[src/rtl/pipe_hazard_ctrl.sv]
// Hazard and stall controller for a classic 5-stage pipeline.
// Resolves three hazards, in priority order:
//   1. a data-memory access still in progress, which freezes the whole pipe
//   2. a taken branch in MEM, which flushes IF/ID, ID/EX and EX/MEM
//   3. a load-use dependency, which inserts one bubble
// A watchdog counts consecutive memory wait cycles. It drops into a sticky
// ERROR state, which only reset clears.
// Two saturating counters report stall cycles and flush cycles.

module pipe_hazard_ctrl #(
    parameter int unsigned TIMEOUT = 16,
    parameter int unsigned CNT_W   = 16
) (
    input  logic             clk_i,
    input  logic             rst_i,

    input  logic [4:0]       IFID_Rs_i,
    input  logic [4:0]       IFID_Rt_i,
    input  logic             IDEX_MemRead_i,
    input  logic [4:0]       IDEX_Rt_i,
    input  logic             EXMEM_branch_i,
    input  logic             EXMEM_zero_i,
    input  logic             EXMEM_MemRead_i,
    input  logic             EXMEM_MemWrite_i,
    input  logic             dmem_ready_i,

    output logic             PC_write_o,
    output logic             IFID_write_o,
    output logic             IDEX_write_o,
    output logic             EXMEM_write_o,
    output logic             MEMWB_write_o,
    output logic             IFID_flush_o,
    output logic             IDEX_flush_o,
    output logic             EXMEM_flush_o,
    output logic             PC_src_o,
    output logic             timeout_o,
    output logic [1:0]       state_o,
    output logic [CNT_W-1:0] stall_cnt_o,
    output logic [CNT_W-1:0] flush_cnt_o
);

    // The wait counter only needs to reach TIMEOUT-1. On that count the next
    // busy cycle trips the watchdog.
    localparam int unsigned       WAIT_W    = (TIMEOUT < 2) ? 1 : $clog2(TIMEOUT);
    localparam logic [WAIT_W-1:0] WAIT_LAST = WAIT_W'((TIMEOUT == 0) ? 0 : TIMEOUT - 1);
    localparam logic [CNT_W-1:0]  CNT_MAX   = {CNT_W{1'b1}};

    typedef enum logic [1:0] {
        ST_RUN      = 2'd0,
        ST_MEM_WAIT = 2'd1,
        ST_ERROR    = 2'd2
    } state_t;

    state_t            r_state;
    logic [WAIT_W-1:0] r_wait_cnt;
    logic              r_timeout;
    logic [CNT_W-1:0]  r_stall_cnt;
    logic [CNT_W-1:0]  r_flush_cnt;

    logic w_mem_busy;
    logic w_br_taken;
    logic w_load_use;
    logic w_in_error;
    logic w_stall_evt;
    logic w_flush_evt;

    // Hazard conditions, evaluated on the current cycle's pipeline contents.
    // Register $0 is hard-wired to zero, so a load "into" it never creates
    // a dependency.
    assign w_mem_busy = (EXMEM_MemRead_i | EXMEM_MemWrite_i) & ~dmem_ready_i;
    assign w_br_taken = EXMEM_branch_i & EXMEM_zero_i;
    assign w_load_use = IDEX_MemRead_i & (IDEX_Rt_i != 5'd0) &
                        ((IDEX_Rt_i == IFID_Rs_i) | (IDEX_Rt_i == IFID_Rt_i));

    assign w_in_error = (r_state == ST_ERROR);

    // A stall is counted for a freeze, or for a load-use bubble that a
    // taken branch has not overridden.
    // A branch hidden behind a freeze is not counted here. It is counted in
    // the cycle the freeze releases, when it is finally acted on.
    assign w_stall_evt = ~w_in_error & (w_mem_busy | (w_load_use & ~w_br_taken));
    assign w_flush_evt = ~w_in_error & ~w_mem_busy & w_br_taken;

    // Control decode: ERROR > freeze > branch flush > load-use bubble > normal.
    // The decode looks only at the current state and inputs. This way a
    // freeze releases in the same cycle the memory reports ready.
    always_comb begin
        // NOTE: every output gets a default first, so no path through the
        // if-chain below can leave one unassigned and infer a latch.
        PC_write_o    = 1'b1;
        IFID_write_o  = 1'b1;
        IDEX_write_o  = 1'b1;
        EXMEM_write_o = 1'b1;
        MEMWB_write_o = 1'b1;
        IFID_flush_o  = 1'b0;
        IDEX_flush_o  = 1'b0;
        EXMEM_flush_o = 1'b0;
        PC_src_o      = 1'b0;

        if (w_in_error || w_mem_busy) begin
            // Hold every stage in place; nothing advances.
            PC_write_o    = 1'b0;
            IFID_write_o  = 1'b0;
            IDEX_write_o  = 1'b0;
            EXMEM_write_o = 1'b0;
            MEMWB_write_o = 1'b0;
        end else if (w_br_taken) begin
            // Redirect fetch and squash the three younger instructions.
            PC_src_o      = 1'b1;
            IFID_flush_o  = 1'b1;
            IDEX_flush_o  = 1'b1;
            EXMEM_flush_o = 1'b1;
        end else if (w_load_use) begin
            // Hold PC and IF/ID for one cycle and push a bubble into EX.
            // Next cycle the load has moved to MEM, so the hazard clears.
            PC_write_o    = 1'b0;
            IFID_write_o  = 1'b0;
            IDEX_flush_o  = 1'b1;
        end
    end

    // Watchdog FSM: track consecutive memory wait cycles and latch the error.
    always_ff @(posedge clk_i or negedge rst_i) begin
        // NOTE: sequential state uses non-blocking assignments only, so
        // every register samples the values from before this edge.
        if (!rst_i) begin
            r_state    <= ST_RUN;
            r_wait_cnt <= '0;
            r_timeout  <= 1'b0;
        end else begin
            case (r_state)
                ST_RUN: begin
                    if (w_mem_busy) begin
                        if (TIMEOUT <= 1) begin
                            r_state   <= ST_ERROR;
                            r_timeout <= 1'b1;
                        end else begin
                            r_state    <= ST_MEM_WAIT;
                            r_wait_cnt <= WAIT_W'(1);
                        end
                    end
                end
                ST_MEM_WAIT: begin
                    if (w_mem_busy) begin
                        if (r_wait_cnt >= WAIT_LAST) begin
                            r_state   <= ST_ERROR;
                            r_timeout <= 1'b1;
                        end else begin
                            r_wait_cnt <= r_wait_cnt + WAIT_W'(1);
                        end
                    end else begin
                        r_state    <= ST_RUN;
                        r_wait_cnt <= '0;
                    end
                end
                ST_ERROR: begin
                    // Only reset can leave this state.
                    r_state   <= ST_ERROR;
                    r_timeout <= 1'b1;
                end
                default: begin
                    r_state    <= ST_RUN;
                    r_wait_cnt <= '0;
                end
            endcase
        end
    end

    // Saturating performance counters: they stop at all-ones instead of wrapping.
    always_ff @(posedge clk_i or negedge rst_i) begin
        if (!rst_i) begin
            r_stall_cnt <= '0;
            r_flush_cnt <= '0;
        end else begin
            if (w_stall_evt && (r_stall_cnt != CNT_MAX)) begin
                r_stall_cnt <= r_stall_cnt + CNT_W'(1);
            end
            if (w_flush_evt && (r_flush_cnt != CNT_MAX)) begin
                r_flush_cnt <= r_flush_cnt + CNT_W'(1);
            end
        end
    end

    assign timeout_o   = r_timeout;
    assign state_o     = r_state;
    assign stall_cnt_o = r_stall_cnt;
    assign flush_cnt_o = r_flush_cnt;

    // Internal consistency properties.
    a_legal_state : assert property (@(posedge clk_i) disable iff (!rst_i)
        state_o != 2'd3);

    a_error_frozen : assert property (@(posedge clk_i) disable iff (!rst_i)
        (r_state == ST_ERROR) |-> !(PC_write_o | IFID_write_o | IDEX_write_o |
                                    EXMEM_write_o | MEMWB_write_o | PC_src_o));

    a_timeout_sticky : assert property (@(posedge clk_i) disable iff (!rst_i)
        r_timeout |=> r_timeout);

endmodule
[config.mk]
export PLATFORM = sky130hd
export DESIGN_NAME = pipe_hazard_ctrl
export DESIGN_NICKNAME = d
export VERILOG_FILES = /design/src/rtl/pipe_hazard_ctrl.sv
export SDC_FILE = /design/constraint.sdc
export NUM_CORES = 1
export LEC_CHECK = 0
export ABC_AREA = 1
export BUFFER_PORTS_ARGS = -buffer_cell sky130_fd_sc_hd__clkbuf_2
export CAP_MARGIN = 20
export CORE_ASPECT_RATIO = 0.8
export CORE_MARGIN = 2
export CORE_UTILIZATION = 35
export CTS_CLUSTER_SIZE = 24
export DETAILED_ROUTE_END_ITERATION = 12
export GPL_ROUTABILITY_DRIVEN = 0
export PLACE_DENSITY_LB_ADDON = 0.25
export SYNTH_ARGS = -nofsm -noshare
export SYNTH_HDL_FRONTEND = slang
export SYNTH_SLANG_ARGS = --single-unit
[constraint.sdc]
create_clock -name clk_i -period 3.8 [get_ports clk_i]
set_input_delay 0.57 -clock clk_i [delete_from_list [all_inputs] [get_ports clk_i]]
set_output_delay 0.57 -clock clk_i [all_outputs]
set_load 0.05 [all_outputs]
# [Word-level counts from Yosys, hierarchy flattened]
# Cells that the tools add are included.
# Widths: inputs -> output; s select.
[op_classes] n_addsub=3 mul=0 n_div=0 n_lt_le_gt_ge=1 n_eq_ne=11 shifts=0 n_mux=20 bitwise_logic=15 reduce_logical=9
[ops] cell="$add 16x1->16 const B" n=2
[ops] cell="$ne 16x16->1 const B" n=2
[ops] cell="$mux 4" n=3
[ops] cell="$pmux 4 s3" n=1
[ops] cell="$mux 1" n=11
[ops] cell="$eq 5x5->1" n=2
[ops] cell="$and 1x1->1" n=8
[ops] cell="$mux 2" n=3
[ops] cell="$ne 2x2->1 const B" n=3
[ops] cell="$ne 3x3->1 const B" n=2
[ops] cell="$pmux 2 s3" n=1
[ops] cell="$reduce_and 3->1" n=2
[ops] cell="$reduce_bool 5->1" n=1
[ops] cell="$add 4x1->4 const B" n=1
[ops] cell="$ge 4x4->1 const B" n=1
[ops] cell="$not 1->1" n=4
[ops] cell="$or 1x1->1" n=3
[ops] cell="$eq 2x1->1 const B" n=1
[ops] cell="$eq 2x2->1 const B" n=1
[ops] cell="$logic_and 1x1->1" n=2
[ops] cell="$logic_not 2->1" n=1
[ops] cell="$pmux 1 s2" n=1
[ops] cell="$reduce_and 2->1" n=1
[ops] cell="$reduce_bool 2->1" n=1
[ops] cell="$logic_or 1x1->1" n=1
[word_totals] ff_bits=39 latchBits=0 ramBits=0 mem_bits_ro=0 input_bits=23 n_memories=0

# [Logic depth before layout (Yosys ltp)]
# Gate-level depths: netlist of run 1.
[logic_depth] depth_word=7 mapped_depth=12

# [Worst setup path after synthesis of run 1]
# OpenSTA, ideal clock, no wires.
[synth_path] path_type="register to output" startpoint="register r_state[0] (netlist: state_o[0])" endpoint="output PC_write_o" t_arrival_ns=2.122 t_required_ns=3.230 setup_slack_ns=1.108 stages_incl_launch_ff=8 path_buffers=2 cell_sequence="dfrtp_1 or2_1 buf_6 nand2_4 inv_1 nand2_1 inv_1 buf_4"
[synth_via] elab_chain_cells=3
[synth_lines] item="start: declaration" line="54" source="state_t r_state;"
[synth_lines] item="start signal: assignment" line="127" source="r_state <= ST_RUN;"
[synth_lines] item="start signal: assignment" line="135" source="r_state <= ST_ERROR;"
[synth_lines] item="start signal: assignment" line="138" source="r_state <= ST_MEM_WAIT;"
[synth_lines] item="$eq 2x2->1" line="75" source="assign w_in_error = (r_state == ST_ERROR);"
[synth_lines] item="$logic_or 1x1->1" line="100" source="if (w_in_error || w_mem_busy) begin"
[synth_lines] item="$mux 1"
[synth_lines] item="end: declaration" line="27" source="output logic PC_write_o,"
# No other way between the ends.

# [Worst setup path after layout of run 1]
[layout_path] startpoint="register r_state[1] (netlist: state_o[1])" endpoint="output IFID_write_o"
[layout_via] elab_chain_cells=3
[layout_lines] item="$eq 2x2->1" line="75"
[layout_lines] item="$logic_or 1x1->1" line="100"
[layout_lines] item="$mux 1" line="100"
[layout_lines] item="end: declaration" line="28" source="output logic IFID_write_o,"
# No other way between the ends.

==> results.py, run 1 <==
metrics = {
    "power": {
        "p_sw_uw": 188,
        "switching_share": 0.212,
        "power_frac_seq": 0.468,
        "leakagePower_uw": 0.00171,
        "peakVddDrop_v": 0.000113,
        "p_int_uw": 698,
        "combPwrFrac": 0.062,
        "pwr-share-clk": 0.470,
        "cellPowerDensity_mw_per_mm2": 288,
    },
    "timing": {
        "period_needed_ns": 2.40,
        "setup_violations": 0,
        "period_share": 0.632,
        "slew-limit-headroom": 0.756,
        "skew_ns": 0.00988,
        "fin_setup_tns_ns": 0,
        "worst_pin_slew_ns": 0.365,
        "rsz0062_at_grt": "no",
        "drv_slew": 0,
        "finalHoldViolCount": 0,
        "fmax_mhz": 416,
    },
    "yosys": {
        "synth_top_area_cell": "dfrtp_1",
        "synth-seq-area-share": 0.380,
        "synth_top_family_by_area": "simple AND/OR/NAND/NOR gates",
        "synth_area_per_cell_sq_um": 7.97,
        "synth_seq_cells": 39,
        "syn-cell-area_sq_mm": 0.00257,
        "synthCells": 322,
        "ys_types": 36,
        "yosysWarnings": 0,
        "synth_compound_area_frac": 0.0307,
        "synth_fa_ha_area_frac": 0.0146,
        "synthMuxAreaShare": 0,
        "ys_top_cells_by_area": "dfrtp_1 38%, nand2_1 13%, inv_1 5.9%",
        "syn-num-nets": 348,
        "synth_top_cell_area_share": 0.380,
        "synth-simple-area-share": 0.382,
        "synthXorXnorAreaFrac": 0.0848,
    },
    "setup_path": {
        "max_stage_delay_ns": 0.41,
        "path_class": "flop to output pin",
        "r2r-start": "state_o[1]",
        "slowest_stage": "dfrtp_1",
        "r2r_setup_slack_ns": 2.04,
        "arrival_ns": 1.83,
        "cp_common_cell": "inv_1",
        "cp_max_fo": 26,
        "cp_cell_sequence": "inv_1 > or2_1 > buf_4 > nand2_4 > inv_1 > nand2_1 > inv_1 > clkbuf_2",
        "worstPathRequired_ns": 3.23,
        "crit_path_start": "state_o[1]",
        "critPathCaptureType": "output pin",
        "critPathLaunchType": "flop",
    },
    "finish": {
        "synthToLayoutAreaGrowth_pct": 19.9,
        "multi_input_area_sq_mm": 0.00132,
        "postLayoutCoreUtil": 0.440,
        "layout.nets": 412,
        "final_layout_size_suffix_gt1_frac": 0.289,
        "num_antenna_cells": 0,
        "final_cell_area_sq_mm": 0.00308,
        "nFillCells": 691,
        "final-seq-area_sq_um": 976,
    },
    "outcome": {
        "status": "finished, final reports clean",
    },
    "placement": {
        "postPlaceCellArea_sq_mm": 0.00293,
        "hpwl_um": 4030,
        "portBuffers": 66,
    },
    "clocking": {
        "clockRootBuffer": "clkbuf_8",
        "cts_hold_buf": 0,
        "cts.clk_slew.worst_paths_ns": 0.08,
        "clock_sinks": 39,
        "cts_tree": "yes",
        "cts_made_buffers": 5,
        "h-tree-depth": 2,
        "cts-resized-gates": 0,
        "cts_buffer_depth": 2,
        "clk-insertion-delay-late_ns": 0.29,
        "cts_setup_buffers": 0,
    },
    "floorplanning": {
        "boundaryPins": 67,
        "start_util": 0.367,
        "die_area_sq_mm": 0.00804,
        "die_w_um": 99.7,
        "core_region_area_sq_mm": 0.00699,
        "row_count": 27,
        "dieHeight_um": 80.6,
    },
    "route": {
        "drt_iter0_drc": 60,
        "ant_nets": 0,
        "num_vias": 2216,
        "dr.pass1.iters": 4,
        "drcViolationCount": 0,
        "drt-total-wl_um": 5370,
        "post_drt_wl_per_cell_um": 11.3,
        "avgViaCountPerCell": 4.68,
    },
    "flow_run": {
        "maxCapViolCount": 0,
    },
    "global_routing": {
        "grt-ovfl-total": 0,
        "grt_pass1_vias": 2014,
        "antenna_found_initial": 0,
        "grt_use_total": 0.144,
        "grt_pass1_wl_um": 9280,
        "grt_max_degree": 40,
    },
    "hold_path": {
        "min_path_type": "input port to async pin",
    },
}
-- registers in the layout, summed over array words and instances, names as in the netlist --
name	count
r_wait_cnt	4
flush_cnt_o	16
stall_cnt_o	16
timeout_o	1
state_o	2
-- logic make-up (layout without fill, tap and decap cells) --
group,count (synthesis),after routing
adders and majority gates,3,3
DFF,39,39
xor gates and xnor gates,24,24
and+or+nand+nor,187,187
buffers and inverters,59,124
AOI/OAI and AO/OA,10,10
-- critical path, delay by kind of cell (launching register included) --
| kind | cells | cell delay [ns] |
|---|---|---|
| buffers and inverters | 5 | 0.84 |
| AND/OR/NAND/NOR | 3 | 0.29 |
| flip-flops | 1 | 0.41 |
-- path summary, 6_finish.rpt --
kind,to,depth (start not counted)
max,IFID_write_o,8
min,flush_cnt_o[12],1
max reg2reg,flush_cnt_o[14],9
min reg2reg,timeout_o,1
max in group asynchronous,stall_cnt_o[4],2
min in group clk_i,timeout_o,1
-- per-layer routing --
metal | vias to the layer above | track usage | share of wire
met1 | 1022 | 0.199 | 0.49
li1 | 1141 | - | -
met2 | 46 | 0.226 | 0.45
met5 | - | 0 | 0
met3 | 7 | 0.0366 | 0.050
met4 | 0 | 0.0370 | 0.0091
-- cell type report --
cell class,instances,share of cell area
multi-input cells,224,0.427
flip-flops and latches,39,0.317
repair buffers,68,0.116
inverters,48,0.0610
well taps,87,0.0354
clock buffers,6,0.0236
clock inverters,2,0.0195
-- power groups by stage --
stage	combinational, uW	sequential [uW]	clock [uW]
final	54.6	415	416
after global routing	62.8	415	450
after CTS	53.5	415	428
after detailed placement	53.3	423	0
after global placement	53.0	423	0
after floorplan	29.0	423	0
-- metrics by stage --
| step | worst slack (ns) | instances | total power (uW) | hold WS [ns] |
|---|---|---|---|---|
| after floorplan | 1.11 | 322 | 452 | 0.274 |
| after global placement | 1.63 | 465 | 476 | 0.465 |
| after detailed placement | 1.62 | 465 | 476 | 0.459 |
| after CTS | 1.38 | 473 | 896 | 0.472 |
| after global routing | 1.26 | 474 | 927 | 0.174 |
| final | 1.40 | 474 | 885 | 0.172 |
-- cells in the mapped netlist, drive strengths merged --
library cell and instances:
nand2 96, dfrtp 39, nor2 30, clkbuf 1, nor3 13, ha 3
clkinv 1, and3 1, o21ai 4, xnor2 9, o21bai 1, nand4 25
buf 10, or2 2, inv 47, a21oi 5, xor2 15, nand3 20
-- placed cells by master, fill, tap and decap left out, types with 4 or more instances in the layout --
cell and instances:
clkbuf_2 66, clkbuf_8 5, dfrtp_1 39, inv_1 40, inv_2 6, nand2_1 90
nand3_1 17, nand4_1 24, nor2_1 21, nor2_2 4, nor2_4 4, nor3_1 7
nor3_2 6, o21ai_0 4, xnor2_1 8, xor2_1 15
Power figures use the tool's default switching activity.
==> inputs of run 2 (changes only) <==
clock period = 2.1 ns   (was 3.8 ns; I/O delays follow)
==> run 2 against run 1 <==
  * Worst setup slack got worse by 1.2 ns
  * Global-route usage rose by 0.35 points
  * Clock-buffer cell count did not move
  * Sequential share of layout area fell by 0.21 points
==> results.py, run 2 (synthesized netlist as in run 1, its figures left out) <==
metrics = {
    "finish": {
        "fin_cells": 476,
        "final_cell_mix": "89 x nand2_1, 65 x clkbuf_2, 37 x inv_1, 37 x dfrtp_1, 24 x nand4_1",
        "layout.nets": 414,
        "nFillCells": 707,
        "num_antenna_cells": 0,
        "multi_input_area_sq_mm": 0.00133,
        "final_layout_size_suffix_gt1_frac": 0.308,
        "final_common_cell": "nand2_1",
        "final-seq-area_sq_um": 978,
        "synthToLayoutAreaGrowth_pct": 21.1,
        "final_cell_area_sq_mm": 0.00311,
    },
    "floorplanning": {
        "start_util": 0.367,
        "die_area_sq_mm": 0.00804,
        "boundaryPins": 67,
        "row_count": 27,
        "dieHeight_um": 80.6,
        "die_w_um": 99.7,
        "core_region_area_sq_mm": 0.00699,
    },
    "global_routing": {
        "grt-ovfl-total": 0,
        "met2_usage": 0.234,
        "busiest_layer": "met2",
        "grtUsageMet3": 0.0313,
        "grt_max_degree": 25,
        "grt_pass1_vias": 2055,
        "grt_pass1_wl_um": 9520,
        "antenna_found_initial": 0,
        "grt_use_met1": 0.205,
        "grt_use_total": 0.148,
    },
    "clocking": {
        "h-tree-depth": 2,
        "clk-insertion-delay-late_ns": 0.29,
        "cts_made_buffers": 5,
        "cts_buffer_depth": 2,
        "clockRootBuffer": "clkbuf_8",
        "cts.clk_slew.worst_paths_ns": 0.08,
        "clock_sinks": 39,
        "cts_setup_buffers": 0,
        "cts_tree": "yes",
    },
    "timing": {
        "setup_violations": 0,
        "slew-limit-headroom": 0.771,
        "skew_ns": 0.00561,
        "finalHoldViolCount": 0,
        "rsz0062_at_grt": "no",
        "fin_setup_tns_ns": 0,
        "drv_slew": 0,
        "period_needed_ns": 1.92,
        "period_share": 0.915,
        "hold_ws_ns": 0.450,
        "worst_pin_slew_ns": 0.343,
        "fmax_mhz": 521,
    },
    "route": {
        "drt_iter0_drc": 63,
        "drcViolationCount": 0,
        "ant_nets": 0,
        "dr.pass1.iters": 4,
        "avgViaCountPerCell": 4.71,
        "post_drt_wl_per_cell_um": 11.8,
        "num_vias": 2244,
        "drt-total-wl_um": 5630,
    },
    "setup_path": {
        "critPathCaptureType": "output pin",
        "slowest_stage": "dfrtp_2",
        "worstPathRequired_ns": 1.78,
        "cp_common_cell": "clkinvlp_4",
        "critPathLaunchType": "flop",
        "cp_max_fo": 5,
        "path_class": "flop to output pin",
        "max_stage_delay_ns": 0.44,
        "cp_cell_sequence": "or2_4 > nand2_8 > clkinvlp_4 > nand2_2 > clkinvlp_4 > clkbuf_2",
        "arrival_ns": 1.61,
    },
    "flow_run": {
        "maxCapViolCount": 0,
    },
    "outcome": {
        "status": "finished, final reports clean",
    },
    "placement": {
        "postPlaceCellArea_sq_mm": 0.00296,
        "place_inst": 467,
        "hpwl_um": 4340,
        "portBuffers": 66,
    },
    "power": {
        "peakVddDrop_v": 0.000229,
        "leakagePower_uw": 0.00168,
        "cellPowerDensity_mw_per_mm2": 514,
    },
    "hold_path": {
        "min_path_type": "input port to async pin",
    },
}
## run 2: path summary, 6_finish.rpt
check / startpoint / to / slack (ns) / cells after the start
worst max-delay path: state_o[0] / PC_write_o / 0.18 / 6
min in group clk_i: timeout_o / timeout_o / 0.48 / 1
worst max register to register: stall_cnt_o[0] / stall_cnt_o[11] / 0.41 / 8
worst min register to register: timeout_o / timeout_o / 0.48 / 1
worst min-delay path: rst_i / flush_cnt_o[11] / 0.45 / 2
max in group asynchronous: rst_i / state_o[0] / 1.11 / 3
## run 2: layout make-up
cell class / count / share of cell area
Timing Repair Buffer: 70 / 0.117
Clock buffer: 6 / 0.0234
Clock inverter: 2 / 0.0193
Sequential cell: 39 / 0.315
Inverter: 48 / 0.0628
Tap cell: 87 / 0.0350
Multi-Input combinational cell: 224 / 0.428
## run 2: per-layer routing
layer / vias to the layer above / wire (um)
li1: 1153 / -
met1: 1046 / 2790
met2: 43 / 2610
met3: 2 / 214
met4: 0 / 19
met5: - / 0
## run 2: repair_timing
| item | in CTS | in global routing |
|---|---|---|
| hold buffers | 1 | 0 |
| hold endpoints to repair | 12 | 0 |
| gates resized for setup | 0 | 2 |
| endpoints found under the setup margin | 0 | 2 |
## run 2: worst max-delay path, delay by kind of cell (launching register included)
family                 cells  cell delay, ns
DFF                        1            0.44
buffers and inverters      3            0.41
and+or+nand+nor            3            0.47
## run 2: stage by stage
stage	utilization	setup WS (ns)	power, uW
finish	0.444	0.179	1600
global route	0.444	0.0744	1680
CTS	0.444	0.0770	1630
detailed placement	0.424	0.365	867
global placement	0.424	0.381	865
floorplan	-	-0.171	819
## run 2: where the power goes
part	total, uW	switching (uW)	internal [uW]
clock network	745	270	475
logic	101	64.3	36.5
registers	750	0	750
total	1600	334	1260
==> inputs of run 3 (changes only) <==
CORE_ASPECT_RATIO = 1.25   (was 0.8)
==> run 3 against run 2 <==
  * Sequential power about the same
  * Total power decreased by 16%
  * Via count increased by 1.0%
  * Clock power decreased by 33%
  * Routed wire length decreased by 3.2%
  * Cell count increased by 0.63%
  * Largest power group unchanged
  * Highest routed layer unchanged
==> results.py, run 3 (synthesized netlist as in run 1, its figures left out) <==
metrics = {
    "floorplanning": {
        "die_area_sq_mm": 0.00804,
        "die_w_um": 80.6,
        "dieHeight_um": 99.7,
        "boundaryPins": 67,
        "row_count": 34,
        "start_util": 0.366,
        "core_region_area_sq_mm": 0.00702,
    },
    "clocking": {
        "clk-insertion-delay-late_ns": 0.29,
        "cts-resized-gates": 0,
        "clockRootBuffer": "clkbuf_8",
        "cts_made_buffers": 5,
        "cts_tree": "yes",
        "h-tree-depth": 2,
        "cts_setup_buffers": 0,
        "cts_buffer_depth": 2,
        "cts.clk_slew.worst_paths_ns": 0.08,
        "clock_sinks": 39,
    },
    "timing": {
        "period_share": 0.958,
        "setup_violations": 0,
        "hold_ws_ns": 0.485,
        "finalHoldViolCount": 0,
        "period_needed_ns": 2.01,
        "fin_setup_tns_ns": 0,
        "rsz0062_at_grt": "no",
        "drv_slew": 0,
        "worst_pin_slew_ns": 0.459,
        "fmax_mhz": 497,
        "slew-limit-headroom": 0.694,
        "skew_ns": 0.00243,
    },
    "route": {
        "avgViaCountPerCell": 4.73,
        "drt_iter0_drc": 60,
        "dr.pass1.iters": 4,
        "post_drt_wl_per_cell_um": 11.4,
        "drt-total-wl_um": 5450,
        "num_vias": 2267,
        "drcViolationCount": 0,
        "ant_nets": 0,
    },
    "flow_run": {
        "maxCapViolCount": 0,
    },
    "power": {
        "peakVddDrop_v": 0.000223,
        "cellPowerDensity_mw_per_mm2": 441,
        "leakagePower_uw": 0.00166,
    },
    "setup_path": {
        "critPathLaunchType": "flop",
        "r2r-start": "stall_cnt_o[0]",
        "r2r_setup_slack_ns": 0.37,
        "path_class": "flop to output pin",
        "arrival_ns": 1.70,
        "r2r_end": "stall_cnt_o[11]",
        "crit_end": "PC_write_o",
        "r2r.worst_path.cells": 9,
        "critPathCaptureType": "output pin",
        "worstPathRequired_ns": 1.78,
        "cp_max_fo": 5,
        "crit_path_start": "state_o[0]",
    },
    "placement": {
        "portBuffers": 66,
        "hpwl_um": 4290,
        "postPlaceCellArea_sq_mm": 0.00297,
    },
    "finish": {
        "nFillCells": 726,
        "final_layout_size_suffix_gt1_frac": 0.303,
        "layout.nets": 414,
        "final_common_cell": "nand2_1",
        "final_cell_area_sq_mm": 0.00306,
        "synthToLayoutAreaGrowth_pct": 19.1,
        "final_cell_mix": "89 x nand2_1, 66 x clkbuf_2, 37 x inv_1, 37 x dfrtp_1, 24 x nand4_1",
        "num_antenna_cells": 0,
    },
    "global_routing": {
        "grt_use_total": 0.149,
        "grt-ovfl-total": 0,
        "antenna_found_initial": 0,
        "grt_max_degree": 25,
        "grt_pass1_vias": 2178,
        "grt_pass1_wl_um": 9550,
    },
    "outcome": {
        "status": "finished, final reports clean",
    },
    "hold_path": {
        "min_path_type": "flop to flop",
    },
}
[run 3: timing repair]
item                       4_1_cts  5_1_grt
hold endpoints to repair        16        0
hold buffers                     1        0
setup endpoints to repair        0        0
[run 3: layout make-up]
cell class	count	area, sq um	area share
clock inverter	1	5.00	0.00164
inverter	48	195	0.0639
multi-input combinational	224	1330	0.434
sequential	39	978	0.320
tap	90	113	0.0368
timing repair buffer	70	363	0.119
clock buffer	7	76.3	0.0250
[run 3: routing by layer]
metal	track usage	share of wire
met3	0.0263	0.045
met4	0.0600	0.021
met2	0.270	0.51
met5	0	0
met1	0.171	0.42
[run 3: critical path, stage by stage, from the launching register on]
cell,delay [ns]
dfrtp_2,0.44
or2_1,0.34
nand2_8,0.12
clkinvlp_4,0.11
nand2_2,0.09
clkinvlp_4,0.08
clkbuf_2,0.23
[run 3: stage by stage]
stage	power, uW	std cells	setup slack, ns	util
2_1_floorplan	819	322	-0.171	-
5_1_grt	1410	479	0.00540	0.435
3_5_place_dp	868	470	0.335	0.422
3_3_place_gp	865	470	0.355	0.422
6_report	1350	479	0.0885	0.435
4_1_cts	1370	479	0.0700	0.435
[run 3: where the power goes]
part / internal [uW] / total [uW] / switching, uW
clock: 233 / 497 / 264
sequential: 750 / 750 / 0
combinational: 36.5 / 101 / 64.1
[run 3: worst min-delay path by stage]
stage              start             end  slack, ns  cells after the start
2_1_floorplan      rst_i  flush_cnt_o[0]       0.02                      0
3_3_place_gp       rst_i       timeout_o       0.28                      1
3_5_place_dp       rst_i       timeout_o       0.29                      1
4_1_cts        timeout_o       timeout_o       0.49                      1
5_1_grt        timeout_o       timeout_o       0.51                      1
6_report       timeout_o       timeout_o       0.48                      1
